**src/rtl/instr_decode.sv**
```systemverilog
// Single-slot ARM data-processing decode stage with a register scoreboard.
// Accepts one fetched instruction into a holding register, drops anything that
// is not a legal data-processing op, and holds RAW/WAW hazards until the
// pending register is retired.
//
// state | meaning
// EMPTY | holding register free, ready to accept
// STALL | legal instruction held, waiting on a pending register
// ISSUE | decoded instruction presented downstream (out_valid=1)
module instr_decode #(
  parameter int REG_N = 15
) (
  input  logic        clk,
  input  logic        rst_n,
  input  logic        in_valid,
  output logic        in_ready,
  input  logic [31:0] in_instr,
  input  logic [31:0] in_pc,
  output logic        out_valid,
  input  logic        out_ready,
  output logic [3:0]  addr_a,
  output logic [3:0]  addr_b,
  output logic [3:0]  addr_c,
  output logic        we_c,
  output logic [3:0]  alu_op,
  output logic        imm_en,
  output logic [31:0] imm_val,
  output logic        set_flags,
  output logic [31:0] out_pc,
  input  logic        retire_valid,
  input  logic [3:0]  retire_addr,
  output logic        illegal
);

  typedef enum logic [1:0] {EMPTY, STALL, ISSUE} state_t;

  state_t             state_q;
  logic [REG_N-1:0]   pending_q;
  logic               illegal_q;
  logic [3:0]         addr_a_q, addr_b_q, addr_c_q, alu_op_q;
  logic               we_c_q, imm_en_q, set_flags_q;
  logic [31:0]        imm_val_q, out_pc_q;

  logic               issue, accept;
  logic [3:0]         dec_op;
  logic               dec_we, dec_legal;
  logic [31:0]        dec_imm8, dec_imm;
  logic [4:0]         dec_rot;
  logic [REG_N-1:0]   set_vec, clr_vec, pend_nxt;
  logic [15:0]        pend_ext;
  logic               hz_in, hz_held;

  // Any register address (including r15, never tracked) indexes a 16-bit view.
  function automatic logic hazard(input logic [15:0] p, input logic [3:0] a,
                                  input logic [3:0] b, input logic [3:0] c,
                                  input logic ie, input logic we);
    return p[a] | (~ie & p[b]) | (we & p[c]);
  endfunction

  assign issue    = (state_q == ISSUE) && out_ready;
  assign in_ready = rst_n && ((state_q == EMPTY) || issue);
  assign accept   = in_valid && in_ready;

  // Decode of the incoming word: TST/TEQ/CMP/CMN (1000-1011) never write Rd.
  always_comb begin
    dec_op    = in_instr[24:21];
    dec_we    = (dec_op[3:2] != 2'b10);
    dec_legal = (in_instr[27:26] == 2'b00) && (in_instr[31:28] != 4'hF) &&
                (!dec_we || (32'(in_instr[15:12]) < REG_N));
    dec_imm8  = {24'd0, in_instr[7:0]};
    dec_rot   = {in_instr[11:8], 1'b0};
    dec_imm   = (dec_imm8 >> dec_rot) | (dec_imm8 << (6'd32 - {1'b0, dec_rot}));
  end

  // Next-cycle scoreboard: retire clears first so a same-cycle issue set wins;
  // hazards are judged against this value so a retire unblocks immediately.
  always_comb begin
    set_vec  = '0;
    clr_vec  = '0;
    pend_ext = '0;
    for (int i = 0; i < REG_N; i++) begin
      set_vec[i] = issue && we_c_q && (addr_c_q == 4'(i));
      clr_vec[i] = retire_valid && (retire_addr == 4'(i));
    end
    pend_nxt = (pending_q & ~clr_vec) | set_vec;
    for (int i = 0; i < REG_N; i++) pend_ext[i] = pend_nxt[i];
    hz_in   = hazard(pend_ext, in_instr[19:16], in_instr[3:0], in_instr[15:12],
                     in_instr[25], dec_we);
    hz_held = hazard(pend_ext, addr_a_q, addr_b_q, addr_c_q, imm_en_q, we_c_q);
  end

  // Decode FSM, holding register, scoreboard and discard pulse.
  always_ff @(posedge clk) begin
    if (!rst_n) begin
      state_q     <= EMPTY;
      pending_q   <= '0;
      illegal_q   <= 1'b0;
      addr_a_q    <= '0;
      addr_b_q    <= '0;
      addr_c_q    <= '0;
      alu_op_q    <= '0;
      we_c_q      <= 1'b0;
      imm_en_q    <= 1'b0;
      set_flags_q <= 1'b0;
      imm_val_q   <= '0;
      out_pc_q    <= '0;
    end else begin
      pending_q <= pend_nxt;
      illegal_q <= 1'b0;
      if (accept) begin
        if (!dec_legal) begin
          illegal_q <= 1'b1;
          state_q   <= EMPTY;
        end else begin
          addr_a_q    <= in_instr[19:16];
          addr_b_q    <= in_instr[3:0];
          addr_c_q    <= in_instr[15:12];
          alu_op_q    <= dec_op;
          we_c_q      <= dec_we;
          imm_en_q    <= in_instr[25];
          set_flags_q <= in_instr[20];
          imm_val_q   <= dec_imm;
          out_pc_q    <= in_pc;
          state_q     <= hz_in ? STALL : ISSUE;
        end
      end else begin
        case (state_q)
          STALL:   if (!hz_held) state_q <= ISSUE;
          ISSUE:   if (out_ready) state_q <= EMPTY;
          default: state_q <= state_q;
        endcase
      end
    end
  end

  assign out_valid = (state_q == ISSUE);
  assign illegal   = illegal_q;
  assign addr_a    = addr_a_q;
  assign addr_b    = addr_b_q;
  assign addr_c    = addr_c_q;
  assign alu_op    = alu_op_q;
  assign we_c      = we_c_q;
  assign imm_en    = imm_en_q;
  assign set_flags = set_flags_q;
  assign imm_val   = imm_val_q;
  assign out_pc    = out_pc_q;

endmodule

```
**config.mk**
```make
export PLATFORM = sky130hd
export DESIGN_NAME = instr_decode
export DESIGN_NICKNAME = d
export VERILOG_FILES = /design/src/rtl/instr_decode.sv
export SDC_FILE = /design/constraint.sdc
export NUM_CORES = 1
export LEC_CHECK = 0
export BUFFER_PORTS_ARGS = -buffer_cell sky130_fd_sc_hd__buf_2
export CAP_MARGIN = 20
export CORE_MARGIN = 8
export CORE_UTILIZATION = 45
export CTS_BUF_LIST = sky130_fd_sc_hd__clkbuf_2 sky130_fd_sc_hd__clkbuf_4 sky130_fd_sc_hd__clkbuf_8
export DETAILED_ROUTE_END_ITERATION = 10
export PLACE_DENSITY = 0.71
export SKIP_CTS_REPAIR_TIMING = 1
export SLEW_MARGIN = 10
export SYNTH_ARGS = -nofsm -noshare
export SYNTH_HDL_FRONTEND = slang
export SYNTH_SLANG_ARGS = --single-unit
```
**constraint.sdc**
```tcl
create_clock -name clk -period 2.9 [get_ports clk]
set_input_delay 0.29 -clock clk [delete_from_list [all_inputs] [get_ports clk]]
set_output_delay 0.29 -clock clk [all_outputs]
set_load 0.02 [all_outputs]
```
Yosys cells after proc, flatten, opt, wreduce, memory -nomap -nowiden
Index checks and enable logic that the tools add are counted.

storage, ports and cells
  bits of input ports = 73
  output and inout port bits = 86
  register bits = 101
  word-level logic and storage cells = 136

operators by class
  add/sub/neg operators = 1
  multiplexer cells = 19
  reductions and logical operators = 47
  equality and inequality tests = 34
  magnitude comparators = 7
  bitwise gates (word level) = 14
  shift operators = 2

operators by type and width
  cell                 count
  $eq 4x4->1 const B   14
  $logic_and 1x1->1    36
  $eq 4x3->1 const B   8
  $or 32x32->32        1
  $shl 8x6->32         1
  $shr 8x5->32         1
  $lt 4x5->1 const B   6
  $bmux 1 s4           6
  $eq 4x2->1 const B   4
  $and 15x15->15       1
  $not 15->15          1
  $or 15x15->15        1
  $mux 2               5
  $eq 4x1->1 const B   2
  $logic_not 4->1      2
  $mux 1               7
  $sub 6x5->6 const A  1
  $and 1x1->1          4
  $logic_not 2->1      2
  $lt 4x4->1 const B   1
  $ne 4x4->1 const B   1
  $or 1x1->1           4
  $pmux 2 s2           1
  $reduce_and 2->1     2
  10 further kinds     12

Depth between registers and ports, before layout
Gate-level depths: netlist (run 1).

  depth after elaboration = 13
  depth in mapped cells = 12
  gate-level depth less buffers = 9

Least setup slack after synthesis (run 1)
OpenSTA, ideal clock, no wires.

  path type = reg2reg
  start point = reg we_c_q (netlist: we_c)
  end point = reg state_q[0]
  stages on the path, launching flop included = 10
  path buffers = 1
  period minus slack after synthesis = 2.462 ns
  slack = 0.438 ns
  arrival time = 2.404 ns
  library setup time = 0.058 ns
  required time = 2.842 ns
  cells stage by stage = dfxtp_1 -> and4b_1 -> buf_4 -> nand3_2 -> o21a_1 -> mux4_2 -> o2bb2ai_1 -> or4_4 -> a21oi_1 -> o21a_1

on the way
  cells in the longest elaborated chain, start to end = 11
  elaborated cells on any way between the ends = 42
  those cells by class = 1 x eq/ne; 15 x mux; 9 x bitwise; 17 x reduce/logical

RTL lines
  item                            RTL line  RTL
  from (decl)                     41        logic we_c_q, imm_en_q, set_flags_q;
  from (signal assigned)          119       we_c_q <= dec_we;
  $logic_and 1x1->1 (2 in a row)  82        set_vec[i] = issue && we_c_q && (addr_c_q == 4'(i));
  $or 15x15->15                   85        pend_nxt = (pending_q & ~clr_vec) | set_vec;
  $bmux 1 s4                      57        return p[a] | (~ie & p[b]) | (we & p[c]);
  $mux 1 (not written as such)    57
  $and 1x1->1                     57
  $or 1x1->1 (2 in a row)         57
  $mux 2                          124       state_q <= hz_in ? STALL : ISSUE;
  $mux 2                          111       if (!dec_legal) begin
  $mux 2                          110       if (accept) begin
  to (signal assigned)            124
  to (signal assigned)            130       default: state_q <= state_q;
  to (decl)                       37        state_t state_q;

Several ways; a longest one is shown, not always the timed one. The select of a mux whose other input is x is not followed.
A chain may end at the register's enable or synchronous reset.

Final worst setup path (run 1)
  start point = reg state_q[1]
  end point = reg state_q[0]

on the way
  cells in the longest elaborated chain, start to end = 13
  elaborated cells on any way between the ends = 52
  those cells by class = 4 x eq/ne; 16 x mux; 9 x bitwise; 23 x reduce/logical

RTL lines
  item                            RTL line  RTL
  $eq 2x2->1                      60, 127
  $logic_and 1x1->1               60        assign issue = (state_q == ISSUE) && out_ready;
  $logic_and 1x1->1 (2 in a row)  82
  $or 15x15->15                   85
  $bmux 1 s4                      57
  $mux 1 (not written as such)    57
  $and 1x1->1                     57
  $or 1x1->1 (2 in a row)         57
  $mux 2                          124
  $mux 2                          111
  $mux 2                          110

Several ways; a longest one is shown, not always the timed one. The select of a mux whose other input is x is not followed.

==> results of run 1 <==
how the worst max path moves through the flow:
stage	to	from	slack, ps
floorplan	state_q[0]	we_c	440
CTS	state_q[0]	state_q[1]	210
global placement	state_q[0]	out_ready	240
global route	state_q[0]	state_q[1]	80
finish	state_q[0]	state_q[1]	170
detailed placement	state_q[0]	retire_addr[2]	230
worst max-delay path: stages (launching register included):
cell and delay [ps]:
dfxtp_1 430, and4b_1 430, nand2_1 110, o21a_1 270
mux4_2 490, o2bb2ai_1 140, or4_4 520, a21oi_1 140
o21a_1 130
kinds of logic after synthesis:
kind of cell | count (synthesis) | synth area share, %
simple gates | 314 | 26.91
compound gates | 207 | 25.82
flops | 101 | 36.09
buf+inv | 68 | 4.756
mux | 21 | 5.427
xor+xnor | 5 | 0.7817
fa+ha+maj | 1 | 0.2233
layout make-up:
cell class / count / area, um^2
multi-input cells: 548 / 3322
flip-flops and latches: 101 / 2022
fillers: 1159 / 5134
clock buffers: 9 / 123.9
inverters: 17 / 63.81
repair buffers: 196 / 1089
clock inverters: 7 / 97.59
well taps: 168 / 210.2
per-layer routing:
metal  track usage [%]  part of all wire [%]
met5                 0                     0
met4             11.05                   2.6
met3             6.531                   8.1
met2             41.60                    49
met1             27.95                    41
stage by stage:
stage	setup slack (ps)	instance area, um^2	power (W)	instances
2_1_floorplan	438.1	5603	0.001712	717
3_3_place_gp	239.4	6706	0.001881	1030
3_5_place_dp	225.7	6706	0.001886	1030
4_1_cts	212.4	6928	0.002891	1046
5_1_grt	82.40	6928	0.002987	1046
6_report	173.4	6928	0.002879	1046
layout by cell type, fill, tap and decap left out, types with 14 or more instances in the layout:
master and instances:
a21boi_0 51, a21oi_1 14, a221oi_1 18, a22oi_1 18
a31oi_1 14, and2_1 18, buf_2 158, buf_4 37
dfxtp_1 101, inv_1 17, nand2_1 149, nand3_1 18
nor2_1 39, nor2b_1 31, o21ai_0 42
state kept, by name, indices dropped and copies added, names as in the netlist, 2 cells and up:
name,cells
addr_b,4
addr_a,4
addr_c,4
pending_q,15
alu_op,4
out_pc,32
imm_val,32
state_q,2
where the power goes:
group          internal, W  switching [W]
clock             0.000430       0.000586
sequential         0.00141      0.0000190
combinational     0.000163       0.000272
==> flow_metrics.py, run 1 <==
metrics = {
    "synth": {
        "synth.most_common_cell": "nand2_1",
        "synth_cell_type_count": 60,
        "synth_area_um2": 5603,
        "synth-edff-count": 0,
        "yosys.area.top_type_share_pct": 36.09,
        "seq_area_frac_synth_pct": 36.09,
        "yosysWarningCount": 0,
        "synthFlopType": "dfxtp_1",
        "synth.largest_area_cell": "dfxtp_1",
        "synth_common_cells": "nand2_1, dfxtp_1, a21boi_0",
        "syn_nets": 791,
        "synth-seq-cells": 101,
        "netlist_instances": 717,
        "syn_avg_cell_area_um2": 7.814,
        "synthArstFlopShare_pct": 0,
        "synthTopCellsByArea": "dfxtp_1, nand2_1, a21boi_0, o21ai_0, nor2b_1",
    },
    "drt": {
        "routed_wirelength_um": 20380,
        "vias_per_cell": 5.765,
        "wl_per_cell_um": 19.48,
        "vias": 6030,
        "firstDrtPassIters": 5,
        "drc": 0,
        "drt-initial-drc-count": 515,
        "antenna_left": 0,
    },
    "floorplan": {
        "die-area_um2": 16280,
        "die_y_um": 127.6,
        "io_pins": 159,
        "start_util_pct": 46.45,
        "num_rows": 40,
        "die_w_um": 127.6,
        "core_area_um2": 12060,
    },
    "power_and_ir_drop": {
        "ir_worst_vdd_uv": 289.1,
        "p_per_area_nw_per_um2": 415.5,
        "p_leak_nw": 2.862,
    },
    "sta": {
        "tns_ps": 0,
        "finalHoldViolCount": 0,
        "max_freq_ghz": 0.3668,
        "slew_violations": 0,
        "tightest_slew_ps": 851.5,
        "skew_ps": 7.970,
        "period_share_pct": 94.02,
        "layout_min_cycle_time_ps": 2727,
        "slew_headroom_pct": 43.24,
        "setup_violations": 0,
        "rsz0062_at_grt": "no",
        "timing.hold.ws_ps": 135.2,
    },
    "final_layout": {
        "area_growth_pct": 23.65,
        "utilization_pct": 57.44,
        "nets": 947,
        "n_antenna_cell": 0,
        "drive_above_1_share_pct": 26.54,
    },
    "setup_path": {
        "r2r_cells": 8,
        "startpoint_type": "flip-flop",
        "crit_required_ps": 3240,
        "end_kind": "flip-flop",
        "crit_arrival_ps": 3060,
        "cp_max_fo": 7,
        "r2r_start": "state_q[1]",
        "criticalPathCategory": "flip-flop to flip-flop",
        "ff2ff_setup_slack_ps": 170,
        "reg2reg_to": "state_q[0]",
    },
    "grt": {
        "overflow": 0,
        "grt_pass1_vias": 5992,
        "grt_max_degree": 102,
        "antenna_found_initial": 0,
        "grt_pass1_wl_um": 31670,
        "grt_usage_pct": 24.37,
    },
    "hold_path": {
        "hold_class": "input port to flip-flop",
        "holdPathStages": 3,
        "min_to": "out_pc[18]",
        "worstHoldStart": "in_pc[18]",
    },
    "clock_tree": {
        "htreeDepth": 3,
        "cts_sinks": 101,
        "root_buffer": "clkbuf_8",
        "cts.path.max_buffers": 2,
        "cts_buffers": 9,
        "clk_pin_slew_worst_paths_ps": 110,
        "worstSkewPairLatency_ps": 380,
        "tritoncts": "built",
    },
    "placed_design": {
        "dp_hpwl_um": 15190,
        "gp_congestion": 0.9679,
        "portBuffers": 158,
    },
    "run_status": {
        "status": "finished, final reports clean",
    },
    "run": {
        "maxCapViolations": 0,
    },
}
Power figures use the tool's default switching activity.
==> run 2: changes to the inputs <==
MAX_ROUTING_LAYER = met4   (was not set)
==> flow_metrics.py, run 2 (same netlist as run 1, synthesis figures left out) <==
metrics = {
    "floorplan": {
        "num_rows": 40,
        "core_area_um2": 12060,
        "die_w_um": 127.6,
        "io_pins": 159,
        "die-area_um2": 16280,
        "die_y_um": 127.6,
        "start_util_pct": 46.45,
    },
    "run": {
        "maxCapViolations": 0,
    },
    "run_status": {
        "status": "finished, final reports clean",
    },
    "power_and_ir_drop": {
        "p_leak_nw": 2.882,
        "p_per_area_nw_per_um2": 402.6,
        "ir_worst_vdd_uv": 372.7,
    },
    "drt": {
        "antenna_left": 0,
        "drt-initial-drc-count": 479,
        "wl_per_cell_um": 19.32,
        "firstDrtPassIters": 5,
        "drc": 0,
        "routed_wirelength_um": 20320,
        "vias_per_cell": 5.785,
        "vias": 6086,
    },
    "setup_path": {
        "crit_arrival_ps": 3060,
        "end_kind": "flip-flop",
        "startpoint_type": "flip-flop",
        "crit_required_ps": 3200,
        "criticalPathCategory": "flip-flop to flip-flop",
        "cp_max_fo": 15,
    },
    "hold_path": {
        "hold_class": "input port to flip-flop",
    },
    "final_layout": {
        "n_antenna_cell": 0,
        "utilization_pct": 57.83,
        "multi_input_area_um2": 3322,
        "final_common_cell": "buf_2",
        "drive_above_1_share_pct": 27.04,
        "regArea_um2": 2022,
        "fill_cells": 1154,
        "area_growth_pct": 24.50,
        "fin_area_um2": 6975,
        "nets": 953,
        "final_cell_mix": "buf_2, nand2_1, dfxtp_1",
    },
    "clock_tree": {
        "tritoncts": "built",
        "cts_sinks": 101,
        "cts_buffers": 9,
        "htreeDepth": 3,
        "root_buffer": "clkbuf_8",
        "clk_pin_slew_worst_paths_ps": 120,
        "cts.path.max_buffers": 2,
        "worstSkewPairLatency_ps": 390,
    },
    "sta": {
        "slew_violations": 0,
        "tns_ps": 0,
        "max_freq_ghz": 0.3618,
        "setup_violations": 0,
        "slew_headroom_pct": 44.46,
        "period_share_pct": 95.31,
        "layout_min_cycle_time_ps": 2764,
        "tightest_slew_ps": 833.0,
        "skew_ps": 9.338,
        "finalHoldViolCount": 0,
        "rsz0062_at_grt": "no",
    },
    "grt": {
        "grt_pass1_vias": 6054,
        "overflow": 0,
        "antenna_found_initial": 0,
        "grt_pass1_wl_um": 32240,
        "grt_max_degree": 102,
        "grt_usage_pct": 25.52,
    },
    "placed_design": {
        "portBuffers": 158,
        "gp_congestion": 0.9365,
        "dp_hpwl_um": 15270,
        "postPlaceCellArea_um2": 6764,
    },
}
[run 2: cell types whose count changed in the layout (fill, tap and decap cells not counted), sizes merged]
cell and delta:
clkinvlp +1, inv -2, bufinv -1, clkinv +2
buf +6
[run 2: worst max-delay path: stages (launching register included)]
cell and delay [ps]:
dfxtp_1 420, and4b_1 240, buf_12 150, nand2_2 120
buf_4 150, o21ai_0 180, mux4_2 530, a22o_1 260
a211oi_2 280, a21oi_1 120, o21a_1 200
[run 2: final cells by class]
class                           instances  share of cell area, %
Clock buffer                            9                  1.776
Timing Repair Buffer                  202                  16.43
Sequential cell                       101                  28.99
Multi-Input combinational cell        548                  47.62
Inverter                               17                 0.9148
Tap cell                              168                  3.013
Clock inverter                          7                  1.256
[run 2: worst paths after layout]
check        slack [ps]  startpoint          to  cells after the start
max reg2reg         140  state_q[0]  state_q[0]                     10
min reg2reg         470   alu_op[3]   alu_op[3]                      2
min                 130   in_pc[28]  out_pc[28]                      3
max                 140  state_q[0]  state_q[0]                     10
[run 2: power breakdown]
part / internal, W / total [W] / switching (W)
logic: 0.000165 / 0.000439 / 0.000274
clock network: 0.000347 / 0.000942 / 0.000595
registers: 0.00141 / 0.00143 / 0.0000186
[run 2: per-stage QoR]
| step | setup WS (ps) | hold slack (ps) | std cells | power (W) |
|---|---|---|---|---|
| floorplan | 438.1 | 434.9 | 717 | 0.001712 |
| global placement | 200.1 | 449.0 | 1036 | 0.001886 |
| detailed placement | 164.9 | 456.1 | 1036 | 0.001891 |
| CTS | 165.4 | 108.0 | 1052 | 0.002830 |
| global route | 4.537 | 112.3 | 1052 | 0.002924 |
| finish | 136.1 | 129.3 | 1052 | 0.002808 |
[run 2: layer usage]
metal  vias up  GRT usage (%)  part of all wire [%]
met5         -              -                     0
met4         0          8.042                   2.7
met3        47          5.616                   6.6
met2       277          43.42                    50
met1      2895          29.42                    41
li1       2867              -                     -
==> run 3: changes to the inputs <==
CORE_UTILIZATION = 40   (was 45)
PLACE_DENSITY = not set   (was 0.71)
REMOVE_ABC_BUFFERS = 1   (was not set)
SETUP_SLACK_MARGIN = 0.4   (was not set)
==> flow_metrics.py, run 3 (same netlist as run 1, synthesis figures left out) <==
metrics = {
    "grt": {
        "grt_pass1_vias": 5734,
        "grt_max_degree": 102,
        "overflow": 0,
        "grt_usage_pct": 22.24,
        "antenna_found_initial": 0,
        "grt_pass1_wl_um": 31140,
    },
    "setup_path": {
        "max_stage_delay_ps": 490,
        "criticalPathCategory": "flip-flop to flip-flop",
        "crit_chain": "and4b_4 > nand3_4 > o21a_4 > mux4_2 > o2bb2ai_2 > or4_4 > a21oi_2 > o21a_1",
        "end_kind": "flip-flop",
        "slowest_stage": "or4_4",
        "crit_required_ps": 3240,
        "cp_max_fo": 8,
        "startpoint_type": "flip-flop",
        "crit_arrival_ps": 2890,
    },
    "sta": {
        "finalHoldViolCount": 0,
        "max_freq_ghz": 0.3928,
        "skew_ps": 16.10,
        "layout_min_cycle_time_ps": 2546,
        "slew_violations": 0,
        "rsz0062_at_grt": "yes",
        "slew_headroom_pct": 43.45,
        "setup_violations": 0,
        "tightest_slew_ps": 848.2,
        "period_share_pct": 87.78,
    },
    "clock_tree": {
        "cts.path.max_buffers": 2,
        "worstSkewPairLatency_ps": 390,
        "cts_sinks": 101,
        "root_buffer": "clkbuf_8",
        "tritoncts": "built",
        "htreeDepth": 3,
        "cts_buffers": 9,
        "clk_pin_slew_worst_paths_ps": 120,
    },
    "floorplan": {
        "core_area_um2": 13770,
        "start_util_pct": 40.68,
        "io_pins": 159,
        "die-area_um2": 18050,
        "num_rows": 43,
        "die_w_um": 134.4,
        "die_y_um": 134.4,
    },
    "drt": {
        "firstDrtPassIters": 5,
        "routed_wirelength_um": 19910,
        "wl_per_cell_um": 18.61,
        "vias": 5982,
        "antenna_left": 0,
        "drt-initial-drc-count": 557,
        "vias_per_cell": 5.591,
        "drc": 0,
    },
    "power_and_ir_drop": {
        "p_per_area_nw_per_um2": 403.3,
        "p_leak_nw": 2.932,
        "finalPower_w": 0.002861,
        "ir_worst_vdd_uv": 285.7,
    },
    "hold_path": {
        "hold_class": "input port to flip-flop",
    },
    "placed_design": {
        "gp_congestion": 0.9671,
        "portBuffers": 158,
        "dp_hpwl_um": 15060,
        "placed_cells": 1050,
        "postPlaceCellArea_um2": 6769,
    },
    "final_layout": {
        "drive_above_1_share_pct": 29.44,
        "n_antenna_cell": 0,
        "fill_cells": 1412,
        "nets": 959,
        "final_cell_mix": "buf_2, nand2_1, dfxtp_1",
        "fin_area_um2": 7094,
        "area_growth_pct": 26.62,
        "stdcell_count": 1070,
        "final_common_cell": "buf_2",
    },
    "run_status": {
        "status": "finished, final reports clean",
    },
    "run": {
        "maxCapViolations": 0,
    },
}
run 3: cell type report:
class	instances	area (um^2)	share of cell area, %
multi-input cells	548	3396	47.87
flip-flops and latches	101	2031	28.62
repair buffers	208	1166	16.44
well taps	180	225.2	3.175
clock buffers	10	137.6	1.940
clock inverters	6	75.07	1.058
inverters	17	63.81	0.8995
run 3: worst paths after layout:
kind | start | end | slack (ps) | depth (start not counted)
setup / recovery | state_q[0] | state_q[0] | 350 | 8
hold / removal | in_pc[27] | out_pc[27] | 130 | 3
setup reg to reg | state_q[0] | state_q[0] | 350 | 8
hold reg to reg | out_pc[16] | out_pc[16] | 470 | 2
run 3: critical path: cells and delay by family, from the launching register on:
family | cells | cell delay (ps)
simple gates | 3 | 1030
mux | 1 | 460
compound gates | 4 | 640
flops | 1 | 360
run 3: report_power, final:
part           internal [W]  total [W]  switching, W
Clock              0.000437    0.00100      0.000565
Combinational      0.000167   0.000433      0.000266
Sequential          0.00141    0.00143     0.0000176
Total               0.00201    0.00286      0.000848
run 3: through the flow:
stage          util, %  setup TNS [ps]  hold WS, ps  worst slack (ps)
2_1_floorplan        -           -4340        407.5            -379.6
3_3_place_gp     49.15               0        450.6             180.8
3_5_place_dp     49.15               0        457.9             114.6
4_1_cts          50.69               0        107.2             104.9
5_1_grt          51.51               0        116.1             301.1
6_report         51.51               0        132.4             354.3
run 3: routing by layer:
| metal | up-vias | GRT usage [%] | routed length (um) |
|---|---|---|---|
| li1 | 2876 | - | - |
| met1 | 2811 | 28.66 | 8937 |
| met2 | 259 | 33.93 | 9221 |
| met3 | 36 | 4.114 | 1282 |
| met4 | 0 | 8.422 | 467 |
| met5 | - | - | 0 |
